### config.mk
export PLATFORM = sky130hd
export DESIGN_NAME = spi_reg_bridge_flat
export DESIGN_NICKNAME = d
export VERILOG_FILES = /design/src/rtl/spi_reg_bridge_pkg.sv /design/src/rtl/spi_reg_bridge_if.sv /design/src/rtl/spi_reg_bridge_sync.sv /design/src/rtl/spi_reg_bridge.sv /design/src/flat_wrapper.sv
export SDC_FILE = /design/constraint.sdc
export NUM_CORES = 1
export LEC_CHECK = 0
export ABC_AREA = 1
export BUFFER_PORTS_ARGS = -buffer_cell sky130_fd_sc_hd__buf_2
export CAP_MARGIN = 20
export CORE_AREA = 2 2 142 102
export CTS_BUF_LIST = sky130_fd_sc_hd__clkbuf_2
export CTS_CLUSTER_SIZE = 10
export DETAILED_ROUTE_END_ITERATION = 12
export DIE_AREA = 0 0 144 104
export GPL_ROUTABILITY_DRIVEN = 0
export PLACE_DENSITY_LB_ADDON = 0.3
export SLEW_MARGIN = 20
export SYNTH_ARGS = -nofsm -noshare
export SYNTH_HDL_FRONTEND = slang
export SYNTH_HIERARCHICAL = 1
export SYNTH_SLANG_ARGS = --single-unit
### constraint.sdc
create_clock -name clk -period 3.8 [get_ports clk]
set_clock_uncertainty 0.2 [all_clocks]
set_input_delay 0.57 -clock clk [delete_from_list [all_inputs] [get_ports clk]]
set_output_delay 0.57 -clock clk [all_outputs]
set_load 0.1 [all_outputs]
### src/rtl/spi_reg_bridge_pkg.sv
// Shared definitions for the MCU-to-FPGA SPI register bridge: the register
// map, the bridge identification word, frame geometry and the FSM state type.
package spi_reg_bridge_pkg;

  // Register map as seen from the MCU side.
  localparam logic [3:0] REG_MAPPER = 4'd0;
  localparam logic [3:0] REG_LOADER = 4'd1;
  localparam logic [3:0] REG_STATUS = 4'd0;
  localparam logic [3:0] REG_ID     = 4'd15;

  // Constant returned when the MCU reads the identification register.
  localparam logic [31:0] BRIDGE_ID = 32'hFCA7_0001;

  // Frame geometry: an 8-bit command followed by a 32-bit data word.
  localparam int CMD_BITS   = 8;
  localparam int FRAME_BITS = 40;

  typedef enum logic [1:0] {
    IDLE = 2'd0,
    CMD  = 2'd1,
    DATA = 2'd2,
    DONE = 2'd3
  } bridge_state_t;

  // Word the MCU receives for a read of the given address.
  function automatic logic [31:0] read_snapshot(input logic [3:0] addr,
                                                input logic [31:0] status);
    logic [31:0] word;
    word = '0;
    if (addr == REG_STATUS) begin
      word = status;
    end else if (addr == REG_ID) begin
      word = BRIDGE_ID;
    end
    return word;
  endfunction

  // A command is only acted on when its reserved field is all zero.
  function automatic logic cmd_reserved_ok(input logic [7:0] cmd);
    return (cmd[6:4] == 3'b000);
  endfunction

endpackage

### src/rtl/spi_reg_bridge_if.sv
// SPI pin bundle between the MCU (master) and the register bridge (slave).
interface spi_reg_bridge_if;

  logic spi_sck;
  logic spi_cs_n;
  logic spi_mosi;
  logic spi_miso;

  modport master (
    output spi_sck,
    output spi_cs_n,
    output spi_mosi,
    input  spi_miso
  );

  modport slave (
    input  spi_sck,
    input  spi_cs_n,
    input  spi_mosi,
    output spi_miso
  );

endinterface

### src/rtl/spi_reg_bridge_sync.sv
// Parameterized-depth single-bit synchronizer with a selectable reset value.
// Exposes the oldest stage and the one just before it so the user can detect
// edges without adding another flop.
module spi_sync #(
  parameter int   STAGES    = 3,
  parameter logic RESET_VAL = 1'b0
) (
  input  logic clk,
  input  logic reset_n,
  input  logic async_in,
  output logic sync_out,
  output logic sync_prev
);

  logic [STAGES-1:0] chain;

  // Shift the asynchronous input through the flop chain, idling at RESET_VAL.
  always_ff @(posedge clk or negedge reset_n) begin
    if (!reset_n) begin
      chain <= {STAGES{RESET_VAL}};
    end else begin
      chain <= {chain[STAGES-2:0], async_in};
    end
  end

  assign sync_out  = chain[STAGES-1];
  assign sync_prev = chain[STAGES-2];

endmodule

### src/rtl/spi_reg_bridge.sv
// SPI mode-0 slave that lets the MCU write a 32-bit register (with a 4-bit
// address) into the FPGA fabric and read back a status snapshot. Every SPI
// pin is oversampled in the clk domain; the bridge never runs logic on sck.
module spi_reg_bridge
  import spi_reg_bridge_pkg::*;
#(
  parameter int SYNC_STAGES   = 3,
  parameter int CLK_RATIO_MIN = 8
) (
  input  logic              clk,
  input  logic              reset_n,
  spi_reg_bridge_if.slave   spi,
  output logic [31:0]       wr_reg,
  output logic [3:0]        wr_reg_addr,
  output logic              wr_reg_changed,
  input  logic [31:0]       rd_reg,
  input  logic              fpga_irq,
  output logic              mcu_irq
);

  // Edge detection needs two synchronizer taps, and each sck half period
  // must span several clk cycles for those taps to see it.
  if (SYNC_STAGES < 2 || CLK_RATIO_MIN < 4) begin : g_param_check
    $error("spi_reg_bridge: SYNC_STAGES must be >= 2 and CLK_RATIO_MIN >= 4");
  end

  localparam int FLUSH_W = $clog2(SYNC_STAGES + 1);

  logic sck_old, sck_prev;
  logic cs_old, cs_prev;
  logic mosi_old, mosi_prev_unused;
  logic irq_prev_unused;

  logic sck_rise, sck_fall, cs_fall, cs_rise;

  logic [FLUSH_W-1:0] flush_cnt;
  logic               flush_done;
  logic               armed;

  bridge_state_t state, state_next;

  logic [5:0]  bit_cnt;
  logic [7:0]  cmd_shift;
  logic [31:0] data_shift;
  logic [7:0]  cmd_word_next;
  logic        frame_write;

  logic [31:0] tx_shift;
  logic        tx_active;
  logic        miso_q;

  logic [31:0] commit_data;
  logic [3:0]  commit_addr;
  logic        commit_pending;

  logic frame_start, frame_end;
  logic cmd_shift_en, data_shift_en;
  logic snapshot_load, write_capture;
  logic tx_step, miso_clear;

  spi_sync #(.STAGES(SYNC_STAGES), .RESET_VAL(1'b0)) u_sync_sck (
    .clk       (clk),
    .reset_n   (reset_n),
    .async_in  (spi.spi_sck),
    .sync_out  (sck_old),
    .sync_prev (sck_prev)
  );

  spi_sync #(.STAGES(SYNC_STAGES), .RESET_VAL(1'b1)) u_sync_cs (
    .clk       (clk),
    .reset_n   (reset_n),
    .async_in  (spi.spi_cs_n),
    .sync_out  (cs_old),
    .sync_prev (cs_prev)
  );

  spi_sync #(.STAGES(SYNC_STAGES), .RESET_VAL(1'b0)) u_sync_mosi (
    .clk       (clk),
    .reset_n   (reset_n),
    .async_in  (spi.spi_mosi),
    .sync_out  (mosi_old),
    .sync_prev (mosi_prev_unused)
  );

  spi_sync #(.STAGES(2), .RESET_VAL(1'b0)) u_sync_irq (
    .clk       (clk),
    .reset_n   (reset_n),
    .async_in  (fpga_irq),
    .sync_out  (mcu_irq),
    .sync_prev (irq_prev_unused)
  );

  // Edges come from the two oldest synchronizer stages. mosi is taken from
  // its oldest stage, which lines up with the pre-edge sck sample.
  assign sck_rise = sck_prev & ~sck_old;
  assign sck_fall = ~sck_prev & sck_old;
  assign cs_rise  = cs_prev & ~cs_old;
  assign cs_fall  = ~cs_prev & cs_old & armed;

  assign flush_done    = (flush_cnt == FLUSH_W'(SYNC_STAGES));
  assign cmd_word_next = {cmd_shift[6:0], mosi_old};
  assign frame_write   = cmd_shift[7] & cmd_reserved_ok(cmd_shift);

  // After reset, let the synchronizers flush and only accept a frame start
  // once cs_n has been seen idle high, so a frame cut by reset is not resumed.
  always_ff @(posedge clk or negedge reset_n) begin
    if (!reset_n) begin
      flush_cnt <= '0;
      armed     <= 1'b0;
    end else begin
      if (!flush_done) begin
        flush_cnt <= flush_cnt + FLUSH_W'(1);
      end
      if (flush_done && cs_prev && cs_old) begin
        armed <= 1'b1;
      end
    end
  end

  // FSM state register.
  always_ff @(posedge clk or negedge reset_n) begin
    if (!reset_n) begin
      state <= IDLE;
    end else begin
      state <= state_next;
    end
  end

  // Next-state logic and per-cycle datapath strobes.
  always_comb begin
    state_next    = state;
    frame_start   = 1'b0;
    frame_end     = 1'b0;
    cmd_shift_en  = 1'b0;
    data_shift_en = 1'b0;
    snapshot_load = 1'b0;
    write_capture = 1'b0;
    tx_step       = 1'b0;
    miso_clear    = 1'b0;
    unique case (state)
      IDLE: begin
        if (cs_fall) begin
          state_next  = CMD;
          frame_start = 1'b1;
        end
      end
      CMD: begin
        if (cs_rise) begin
          state_next = IDLE;
          frame_end  = 1'b1;
        end else if (sck_rise) begin
          cmd_shift_en = 1'b1;
          if (bit_cnt == 6'(CMD_BITS - 1)) begin
            state_next    = DATA;
            snapshot_load = 1'b1;
          end
        end
      end
      DATA: begin
        if (cs_rise) begin
          state_next = IDLE;
          frame_end  = 1'b1;
        end else begin
          if (sck_rise) begin
            data_shift_en = 1'b1;
            if (bit_cnt == 6'(FRAME_BITS - 1)) begin
              state_next    = DONE;
              write_capture = frame_write;
            end
          end
          if (sck_fall) begin
            tx_step = 1'b1;
          end
        end
      end
      DONE: begin
        if (cs_rise) begin
          state_next = IDLE;
          frame_end  = 1'b1;
        end else if (sck_fall) begin
          miso_clear = 1'b1;
        end
      end
      default: begin
        state_next = IDLE;
      end
    endcase
  end

  // Bit counter and receive shift registers; cleared at every frame boundary
  // so a partial frame leaves nothing behind.
  always_ff @(posedge clk or negedge reset_n) begin
    if (!reset_n) begin
      bit_cnt    <= '0;
      cmd_shift  <= '0;
      data_shift <= '0;
    end else if (frame_start || frame_end) begin
      bit_cnt    <= '0;
      cmd_shift  <= '0;
      data_shift <= '0;
    end else begin
      if (cmd_shift_en || data_shift_en) begin
        bit_cnt <= bit_cnt + 6'd1;
      end
      if (cmd_shift_en) begin
        cmd_shift <= cmd_word_next;
      end
      if (data_shift_en) begin
        data_shift <= {data_shift[30:0], mosi_old};
      end
    end
  end

  // Read path: snapshot on the last command bit, then present one bit per
  // sck falling edge; miso stays low for writes, bad commands and outside data.
  always_ff @(posedge clk or negedge reset_n) begin
    if (!reset_n) begin
      tx_shift  <= '0;
      tx_active <= 1'b0;
      miso_q    <= 1'b0;
    end else if (frame_start || frame_end) begin
      tx_shift  <= '0;
      tx_active <= 1'b0;
      miso_q    <= 1'b0;
    end else if (snapshot_load) begin
      tx_shift  <= read_snapshot(cmd_word_next[3:0], rd_reg);
      tx_active <= ~cmd_word_next[7] & cmd_reserved_ok(cmd_word_next);
      miso_q    <= 1'b0;
    end else if (tx_step) begin
      if (tx_active) begin
        miso_q   <= tx_shift[31];
        tx_shift <= {tx_shift[30:0], 1'b0};
      end else begin
        miso_q <= 1'b0;
      end
    end else if (miso_clear) begin
      miso_q <= 1'b0;
    end
  end

  assign spi.spi_miso = miso_q;

  // Write path: latch the complete word on the 40th rise, publish it on the
  // following cycle with a toggle. The latch keeps the commit independent of
  // a new frame starting in the same cycle.
  always_ff @(posedge clk or negedge reset_n) begin
    if (!reset_n) begin
      commit_data    <= '0;
      commit_addr    <= '0;
      commit_pending <= 1'b0;
      wr_reg         <= '0;
      wr_reg_addr    <= '0;
      wr_reg_changed <= 1'b0;
    end else begin
      if (write_capture) begin
        commit_data    <= {data_shift[30:0], mosi_old};
        commit_addr    <= cmd_shift[3:0];
        commit_pending <= 1'b1;
      end else if (commit_pending) begin
        wr_reg         <= commit_data;
        wr_reg_addr    <= commit_addr;
        wr_reg_changed <= ~wr_reg_changed;
        commit_pending <= 1'b0;
      end
    end
  end

endmodule

### src/flat_wrapper.sv
// flat-port wrapper written by rule: the top's interface ports become plain ports
module spi_reg_bridge_flat import spi_reg_bridge_pkg::*;
#(
  parameter int SYNC_STAGES   = 3,
  parameter int CLK_RATIO_MIN = 8
)
  (clk, reset_n, wr_reg, wr_reg_addr, wr_reg_changed, rd_reg, fpga_irq, mcu_irq, spi_spi_sck, spi_spi_cs_n, spi_spi_mosi, spi_spi_miso);
  spi_reg_bridge_if spi_i ();
  input  logic clk;
  input  logic reset_n;
  output logic [31:0] wr_reg;
  output logic [3:0] wr_reg_addr;
  output logic wr_reg_changed;
  input  logic [31:0] rd_reg;
  input  logic fpga_irq;
  output logic mcu_irq;
  input wire logic [$bits(spi_i.spi_sck)-1:0] spi_spi_sck;
  input wire logic [$bits(spi_i.spi_cs_n)-1:0] spi_spi_cs_n;
  input wire logic [$bits(spi_i.spi_mosi)-1:0] spi_spi_mosi;
  output wire logic [$bits(spi_i.spi_miso)-1:0] spi_spi_miso;
  assign spi_i.spi_sck = spi_spi_sck;
  assign spi_i.spi_cs_n = spi_spi_cs_n;
  assign spi_i.spi_mosi = spi_spi_mosi;
  assign spi_spi_miso = spi_i.spi_miso;
  spi_reg_bridge #(.SYNC_STAGES(SYNC_STAGES), .CLK_RATIO_MIN(CLK_RATIO_MIN)) u_core (.clk(clk), .reset_n(reset_n), .spi(spi_i), .wr_reg(wr_reg), .wr_reg_addr(wr_reg_addr), .wr_reg_changed(wr_reg_changed), .rd_reg(rd_reg), .fpga_irq(fpga_irq), .mcu_irq(mcu_irq));
endmodule
**Yosys cells after proc, flatten, opt, wreduce, memory -nomap -nowiden**

Index checks and enable logic that the tools add are counted.

- Eq/ne operators: 13
- Reductions and logical operators: 19
- Multiplexer cells: 49
- Bitwise logic cells: 14
- Add/subtract/negate cells: 2

Operators with widths:

| kind | count |
|---|---|
| 2-to-1 mux 32 bit | 6 |
| 2-to-1 mux 31 bit | 2 |
| 2-to-1 mux 1 bit | 28 |
| 2-to-1 mux 2 bit | 8 |
| 2-to-1 mux 8 bit | 2 |
| 2-to-1 mux 6 bit | 2 |
| != test 3 x 1 -> 1 bit, second input constant | 4 |
| case mux 2 bit (4 select lines) | 1 |
| nonzero test 2 bit | 4 |
| AND 1 bit | 7 |
| inverter 1 bit | 7 |
| adder 6 x 1 -> 6 bit, second input constant | 1 |
| == test 2 bit, second input constant | 3 |
| == test 6 x 3 -> 1 bit, second input constant | 1 |
| == test 6 bit, second input constant | 1 |
| logical NOT 3 bit | 2 |
| AND reduction 6 bit | 1 |
| nonzero test 3 bit | 2 |
| == test 4 bit, second input constant | 1 |
| logical NOT 4 bit | 1 |
| != test 2 x 1 -> 1 bit, second input constant | 2 |
| AND reduction 2 bit | 2 |
| nonzero test 4 bit | 1 |
| OR reduction 3 bit | 1 |
| 5 further kinds | 7 |

- Input port bits: 38
- Register bits: 169
- Logic and storage cells: 116
- Output and inout bits: 39

**Depth between registers and ports, before layout**

Gate-level depths: netlist of the first run.

- Depth in word-level cells: 9
- Gate-level depth with buffers: 11
- Depth with buffers taken out: 10

**By module**

Netlist of the first run, hierarchy kept.

By module, submodules not included:

| module | seq. area each (µm²) | area each (µm²) | cells an instance | instances |
|---|---|---|---|---|
| spi_reg_bridge | 3953.8 | 7064.3 | 845 | 1 |
| spi_sync at u_core.u_sync_mosi ... | 75.1 | 75.1 | 3 | 2 |
| spi_sync at u_core.u_sync_cs | 78.8 | 78.8 | 3 | 1 |
| spi_sync at u_core.u_sync_irq | 50.0 | 50.0 | 2 | 1 |

**Worst setup path after synthesis of the first run**

Ideal clock, no wire load.

- Path kind: reg-to-reg
- From: register u_core.bit_cnt[0]
- To: register u_core.wr_reg_changed
- Setup slack: 2.026 ns
- Arrival: 1.452 ns
- Buffers on the path: 2
- Data required time: 3.478 ns
- Clock period less this slack: 1.774 ns
- Setup time: 0.122 ns
- Cell stages (with the launch flop): 11
- Cells stage by stage: dfrtp_1 > ha_1 > nand2_1 > nor2_1 > nand2_1 > nor2_1 > nand2_2 > buf_6 > buf_4 > nand3b_1 > nand2_1

- Longest elaborated chain between the ends: 7

Ends and longest elaborated chain:

| what | RTL line | text |
|---|---|---|
| start, declared | spi_reg_bridge.sv:42 | `logic [5:0] bit_cnt;` |
| start signal, assigned | spi_reg_bridge.sv:203 | `bit_cnt <= bit_cnt + 6'd1;` |
| == test 6 bit | spi_reg_bridge.sv:166 | `if (bit_cnt == 6'(FRAME_BITS - 1)) begin` |
| 2-to-1 mux 1 bit | spi_reg_bridge.sv:166 |  |
| 2-to-1 mux 1 bit | spi_reg_bridge.sv:164 | `if (sck_rise) begin` |
| 2-to-1 mux 1 bit | spi_reg_bridge.sv:160 | `if (cs_rise) begin` |
| 2-to-1 mux 1 bit | spi_reg_bridge.sv:140 | `unique case (state)` |
| inverter 1 bit (no line) | -- |  |
| AND reduction 2 bit (no line) | -- |  |
| end signal, assigned | spi_reg_bridge.sv:262 | `wr_reg_changed <= ~wr_reg_changed;` |
| end, declared | spi_reg_bridge.sv:15 | `output logic wr_reg_changed,` |

No other way between the ends.
A chain may end at the register's enable or synchronous reset.

**Worst setup path in the final report of the first run**

- From: register u_core.u_sync_cs.chain[2]
- To: register u_core.tx_shift[5]

- Longest elaborated chain between the ends: 7
- Elaborated cells on any way between the ends: 18
- Classes of those cells: mux: 10; bitwise: 4; reduce/logical: 4

Ends and longest elaborated chain:

| what | RTL line | text |
|---|---|---|
| start, declared | spi_reg_bridge_sync.sv:15 | `logic [STAGES-1:0] chain;` |
| start signal, assigned | spi_reg_bridge_sync.sv:20 | `chain <= {STAGES{RESET_VAL}};` |
| start signal, assigned | spi_reg_bridge_sync.sv:22 | `chain <= {chain[STAGES-2:0], async_in};` |
| AND 1 bit or inverter 1 bit (tied branches) | spi_reg_bridge.sv:98, spi_reg_bridge.sv:97 |  |
| AND 1 bit, on equally long branches | spi_reg_bridge.sv:98, spi_reg_bridge.sv:97 |  |
| 2-to-1 mux 1 bit, on equally long branches (2 in series) | -- |  |
| logical OR 1 bit | spi_reg_bridge.sv:221 | `end else if (frame_start \|\| frame_end) begin` |
| nonzero test 3 bit (no line) | -- |  |
| AND reduction 2 bit (no line) | -- |  |
| end signal, assigned | spi_reg_bridge.sv:226 | `tx_shift <= read_snapshot(cmd_word_next[3:0], rd_reg);` |
| end signal, assigned | spi_reg_bridge.sv:232 | `tx_shift <= {tx_shift[30:0], 1'b0};` |
| end, declared | spi_reg_bridge.sv:48 | `logic [31:0] tx_shift;` |

Parallel ways exist; a longest one is shown, timed or not.

==> summary.md, run 1 <==
| Metric | Value |
|---|---|
| Crit path max-delay cell type | dfstp_2 |
| Cell area after synthesis | 0.00734 mm2 |
| Worst setup EP type | flop |
| Fin Hold WS | 0.0584 ns |
| Die Wd | 144 um |
| Fin Setup TNS | 0 ns |
| Status | finished clean |
| Clock sink total | 169 |
| Place WS | 1.09 ns |
| Min-delay worst type | in2reg |
| Num CTS Buffers | 17 |
| # port buffers | 76 |
| Die extent in y | 104 um |
| Synth Register Bits | 169 |
| Clk slew on worst S/H paths | 0.28 ns |
| Clock Tree Buf Depth | 2 |
| Largest net degree at the start of global routing | 81 |
| CTS tree | built |
| Overall power | 3.29 mW |
| Cells after Synth | 856 |
| Vias/cell | 4.96 |
| Crit path cell chain | inv_2 -> nand2_4 -> nand2_1 -> nor2_4 -> buf_4 -> nand2_4 -> a21boi_2 -> buf_4 -> nand2_1 -> nand2_1 |
| Post-route ant nets | 0 |
| Die area | 0.0150 mm2 |
| Commonest non-fill, non-tap cell in the layout | nand2_1 |
| Grt ovf | 0 |
| Share of layout cells above drive strength 1 | 15.6% |
| First-pass GRT wire length | 24200 um |
| Initial DRC count | 433 |
| Multi-input logic area | 0.00252 mm2 |
| First-pass DRT Iterations | 5 |
| Most frequent cells in the layout | nand2_1, dfrtp_1, inv_1 |
| GRT Total Usage | 20.1% |
| RSZ-0062 raised after global routing | no |
| CTS resizes | 0 |
| Max cap viols | 0 |
| CTS H-tree lvls | 4 |
| Switching Share | 33.7% |
| Fin nets | 969 |
| Top delay family on crit path | simple AND/OR/NAND/NOR gates |
| Final Max Tran Viols | 0 |
| Max Clk Rate | 361 MHz |
| Routed wire length | 13800 um |
| Via count | 5616 |
| Final worst-path cycle share | 72.8% |
| Starting Density | 53.8% |
| CP bufs+invs | 3 |
| WP data required | 4.23 ns |
| Final Worst Setup Slack | 1.03 ns |
| Pwr dens | 403 mW/mm2 |
| P_sw | 1.11 mW |
| Final Util | 59.9% |
| Leakage | 4.44 nW |
| Filler Cell Count | 1205 |
| Vias in the first global route | 5182 |
| Crit-path max FO | 46 |
| FF+latch area | 0.00423 mm2 |
| DR WL/cell | 12.2 um |
| Synth cell types | 29 |
| Min Tclk post-route | 2.77 ns |
| CP most frequent cell | nand2_1 |
| Worst setup SP type | flop |
| Max transition margin | 31.7% |
| Ports | 77 |
| Max incr delay on CP | 0.62 ns |
| Worst VDD drop | 0.000274 V |
| Reg power frac | 56.6% |
| Worst-Skew Late Latency | 0.72 ns |
| Comb pwr share | 16.6% |
| Hold_buf cts | 12 |
| Yosys warns | 6 |
| Post-CTS Setup Bufs | 0 |
| Critical path class | reg2reg |
| DRC | 0 |
| HPWL Detailed | 8770 um |
| Antenna cells | 0 |
| Critical Path AT | 3.19 ns |
| Cell-internal power | 2.18 mW |
| Mean Syn Cell Area | 8.58 um2 |
| Antenna violations before repair | 0 |
| Root Buffer Master | clkbuf_2 |
| Post-synthesis sequential area ratio | 57.6% |
| Post-synth net total | 896 |
| Row Count | 36 |
| Layout overhead on the synthesized area | 11.3% |
| Clock Power Share | 26.8% |
| Setup violations, final | 0 |
| Core Footprint | 0.0136 mm2 |
| Final Hold Fails | 0 |
| Worst-Margin Slew | 1.02 ns |
==> logic make-up (layout without fill, tap and decap cells) <==
group	Yosys count	count (layout)	share of synthesized area [%]
multiplexers	1	1	0.153
buffers and inverters	142	228	8.18
adder cells (fa/ha/maj)	2	2	0.341
XOR/XNOR	2	2	0.239
flip-flops	169	169	57.6
AO/OA/AOI/OAI	99	99	7.63
AND/OR/NAND/NOR	441	441	25.8
==> per-stage QoR <==
step / instance area (um2) / instances
2_1_floorplan: 7340 / 856
3_3_place_gp: 7830 / 1088
3_5_place_dp: 7830 / 1088
4_1_cts: 8170 / 1132
5_1_grt: 8170 / 1132
6_report: 8170 / 1132
==> final cells by class <==
type / count / area share (%)
clock buffer: 17 / 1.04
clock inverter: 15 / 1.70
inverter: 96 / 4.41
multi-input combinational: 545 / 30.8
sequential: 169 / 51.8
tap: 190 / 2.91
timing repair buffer: 100 / 7.30
==> power groups by stage <==
stage / logic [mW] / clock network (mW) / registers [mW]
floorplan: 0.391 / 0 / 1.89
global placement: 0.543 / 0 / 1.89
detailed placement: 0.540 / 0 / 1.89
CTS: 0.552 / 0.919 / 1.86
global route: 0.619 / 0.996 / 1.87
finish: 0.547 / 0.882 / 1.86
==> cell usage after synthesis <==
cell type | number | area (um2)
nand2_1 | 304 | 1140
dfrtp_1 | 166 | 4150
inv_1 | 92 | 345
nand3_1 | 88 | 440
o22ai_1 | 38 | 238
o21ai_1 | 37 | 185
buf_2 | 18 | 90.1
o21ai_0 | 16 | 80.1
clkbuf_1 | 15 | 56.3
nand3b_1 | 14 | 105
nor2_1 | 14 | 52.6
buf_4 | 10 | 75.1
nand4_1 | 7 | 43.8
nand2_2 | 6 | 37.5
a21oi_1 | 4 | 20.0
inv_2 | 4 | 15.0
dfstp_2 | 3 | 78.8
nor2_2 | 3 | 18.8
nor2_4 | 3 | 33.8
a31o_2 | 2 | 17.5
buf_1 | 2 | 7.51
ha_1 | 2 | 25.0
nand2_4 | 2 | 22.5
a21boi_2 | 1 | 11.3
buf_6 | 1 | 11.3
mux2_2 | 1 | 11.3
o2111ai_1 | 1 | 8.76
xnor2_1 | 1 | 8.76
xor2_1 | 1 | 8.76
==> final timing paths <==
| check | slack [ns] | from | cells past startpoint | to |
|---|---|---|---|---|
| setup / recovery | 1.03 | u_core/u_sync_cs/chain[2]$_DFF_PN1_ | 10 | u_core/tx_shift[5]$_DFFE_PN0P_ |
| hold / removal | 0.06 | rd_reg[11] | 7 | u_core/tx_shift[11]$_DFFE_PN0P_ |
| setup reg to reg | 1.03 | u_core/u_sync_cs/chain[2]$_DFF_PN1_ | 10 | u_core/tx_shift[5]$_DFFE_PN0P_ |
| hold reg to reg | 0.18 | u_core/u_sync_cs/chain[0]$_DFF_PN1_ | 0 | u_core/u_sync_cs/chain[1]$_DFF_PN1_ |
| max in group asynchronous | 2.32 | reset_n | 3 | u_core/cmd_shift[2]$_DFFE_PN0P_ |
| min in group asynchronous | 0.21 | reset_n | 2 | u_core/wr_reg[9]$_DFFE_PN0P_ |
==> per-layer routing <==
metal,up-vias,global-route usage [%],wire [um]
met1,2594,30.4,7190
met3,9,4.42,630
met5,-,0,0
met2,123,29.1,5870
li1,2890,-,-
met4,0,6.09,108
==> worst min-delay path: stages <==
cell	delay [ns]
buf_2	0.08
nand3_1	0.07
nand3_1	0.09
nand2_1	0.05
inv_1	0.04
nand2_1	0.04
nand2_1	0.04
Power figures use the tool's default switching activity.
==> run 2: changes to the inputs <==
clock period = 2.7 ns   (was 3.8 ns; I/O delays follow)
==> summary.md, run 2 (synthesis results as in run 1) <==
| Metric | Value |
|---|---|
| Status | finished clean |
| HPWL Detailed | 9110 um |
| CTS tree | built |
| Fin Setup TNS | 0 ns |
| Num CTS Buffers | 17 |
| Share of layout cells above drive strength 1 | 15.7% |
| Final Max Tran Viols | 0 |
| Filler Cell Count | 1140 |
| Largest net degree at the start of global routing | 71 |
| Max incr delay on CP | 0.43 ns |
| Fin Hold WS | 0.0955 ns |
| Final Hold Fails | 0 |
| Switching Share | 33.2% |
| Fin nets | 1001 |
| Reg2reg setup slack | 0.50 ns |
| CP bufs+invs | 1 |
| Cell-internal power | 3.25 mW |
| Layout overhead on the synthesized area | 16.9% |
| R2R depth | 10 |
| Setup violations, final | 0 |
| Row Count | 36 |
| Vias/cell | 4.98 |
| Vias in the first global route | 5456 |
| Hold path cells | 2 |
| RSZ-0062 raised after global routing | no |
| Die area | 0.0150 mm2 |
| Top delay family on crit path | flip-flops |
| Final worst-path cycle share | 81.5% |
| Worst-Skew Late Latency | 0.72 ns |
| Post-route ant nets | 0 |
| Clock Tree Buf Depth | 2 |
| Worst VDD drop | 0.000274 V |
| First-pass GRT wire length | 25600 um |
| DR WL/cell | 12.8 um |
| Worst-Margin Slew | 0.635 ns |
| Routed wire length | 15000 um |
| Ports | 77 |
| WP depth | 1 |
| Via count | 5793 |
| DRC | 0 |
| Comb pwr share | 17.9% |
| Non-Filler Instances | 1164 |
| Antenna violations before repair | 0 |
| First-pass DRT Iterations | 6 |
| Die Wd | 144 um |
| Max Clk Rate | 455 MHz |
| Overall power | 4.87 mW |
| Placed Cells | 1093 |
| Critical path class | reg2out |
| Worst setup SP type | flop |
| Antenna cells | 0 |
| Root Buffer Master | clkbuf_2 |
| GRT Total Usage | 21.2% |
| WP data required | 2.10 ns |
| CTS H-tree lvls | 4 |
| Commonest non-fill, non-tap cell in the layout | nand2_1 |
| Crit-path max FO | 2 |
| Multi-input logic area | 0.00252 mm2 |
| Leakage | 4.63 nW |
| Clock Power Share | 28.2% |
| Min Tclk post-route | 2.20 ns |
| Worst setup EP type | output pin |
| FF+latch area | 0.00423 mm2 |
| Pwr dens | 568 mW/mm2 |
| P_sw | 1.62 mW |
| # port buffers | 76 |
| Max cap viols | 0 |
| Grt ovf | 0 |
| Most frequent cells in the layout | nand2_1, dfrtp_1, inv_1 |
| Min-delay worst type | in2reg |
| Clk slew on worst S/H paths | 0.29 ns |
| Clock sink total | 169 |
| Crit path max-delay cell type | dfrtp_1 |
| Max transition margin | 57.7% |
| Reg power frac | 53.9% |
| Hold_buf cts | 39 |
| Post-CTS Setup Bufs | 0 |
| Core Footprint | 0.0136 mm2 |
| Die extent in y | 104 um |
| Critical Path AT | 1.59 ns |
| Crit path cell chain | buf_2 |
| Initial DRC count | 397 |
| Starting Density | 53.8% |
| CTS resizes | 0 |
[run 2: worst paths after layout]
kind	from	end
setup / recovery	u_core/wr_reg[7]$_DFFE_PN0P_	wr_reg[7]
hold / removal	spi_spi_cs_n	u_core/u_sync_cs/chain[0]$_DFF_PN1_
setup reg to reg	u_core/bit_cnt[0]$_DFFE_PN0P_	u_core/wr_reg[1]$_DFFE_PN0P_
hold reg to reg	u_core/u_sync_cs/chain[0]$_DFF_PN1_	u_core/u_sync_cs/chain[1]$_DFF_PN1_
max in group asynchronous	reset_n	u_core/spi.spi_miso$_DFFE_PN0P_
min in group asynchronous	reset_n	u_core/wr_reg[7]$_DFFE_PN0P_
[run 2: per-layer routing]
| metal | up-vias | track usage [%] | part of all wire (%) | routed length [um] |
|---|---|---|---|---|
| met4 | 0 | 4.34 | 0.82 | 123 |
| met3 | 12 | 4.83 | 4.4 | 665 |
| met1 | 2706 | 31.5 | 49 | 7320 |
| met5 | - | 0 | 0 | 0 |
| met2 | 132 | 32.1 | 46 | 6840 |
| li1 | 2943 | - | - | - |
[run 2: power groups by stage]
stage	sequential, mW	clock [mW]	combinational [mW]
2_1_floorplan	2.66	0	0.551
6_report	2.63	1.37	0.871
5_1_grt	2.64	1.54	0.971
3_3_place_gp	2.67	0	0.804
4_1_cts	2.63	1.43	0.867
3_5_place_dp	2.67	0	0.815
[run 2: metrics by stage]
stage	util (%)	instance area (um2)	setup WS, ns
after detailed placement	58.0	7920	0.567
after global routing	62.9	8580	0.231
after CTS	62.9	8580	0.426
after floorplan	-	7340	0.926
final	62.9	8580	0.500
after global placement	58.0	7920	0.629
[run 2: cell type report]
cell class,instances,share of cell area [%]
sequential,169,49.3
clock inverter,15,2.03
multi-input combinational,545,29.4
tap,190,2.77
inverter,96,4.20
timing repair buffer,132,11.3
clock buffer,17,0.991
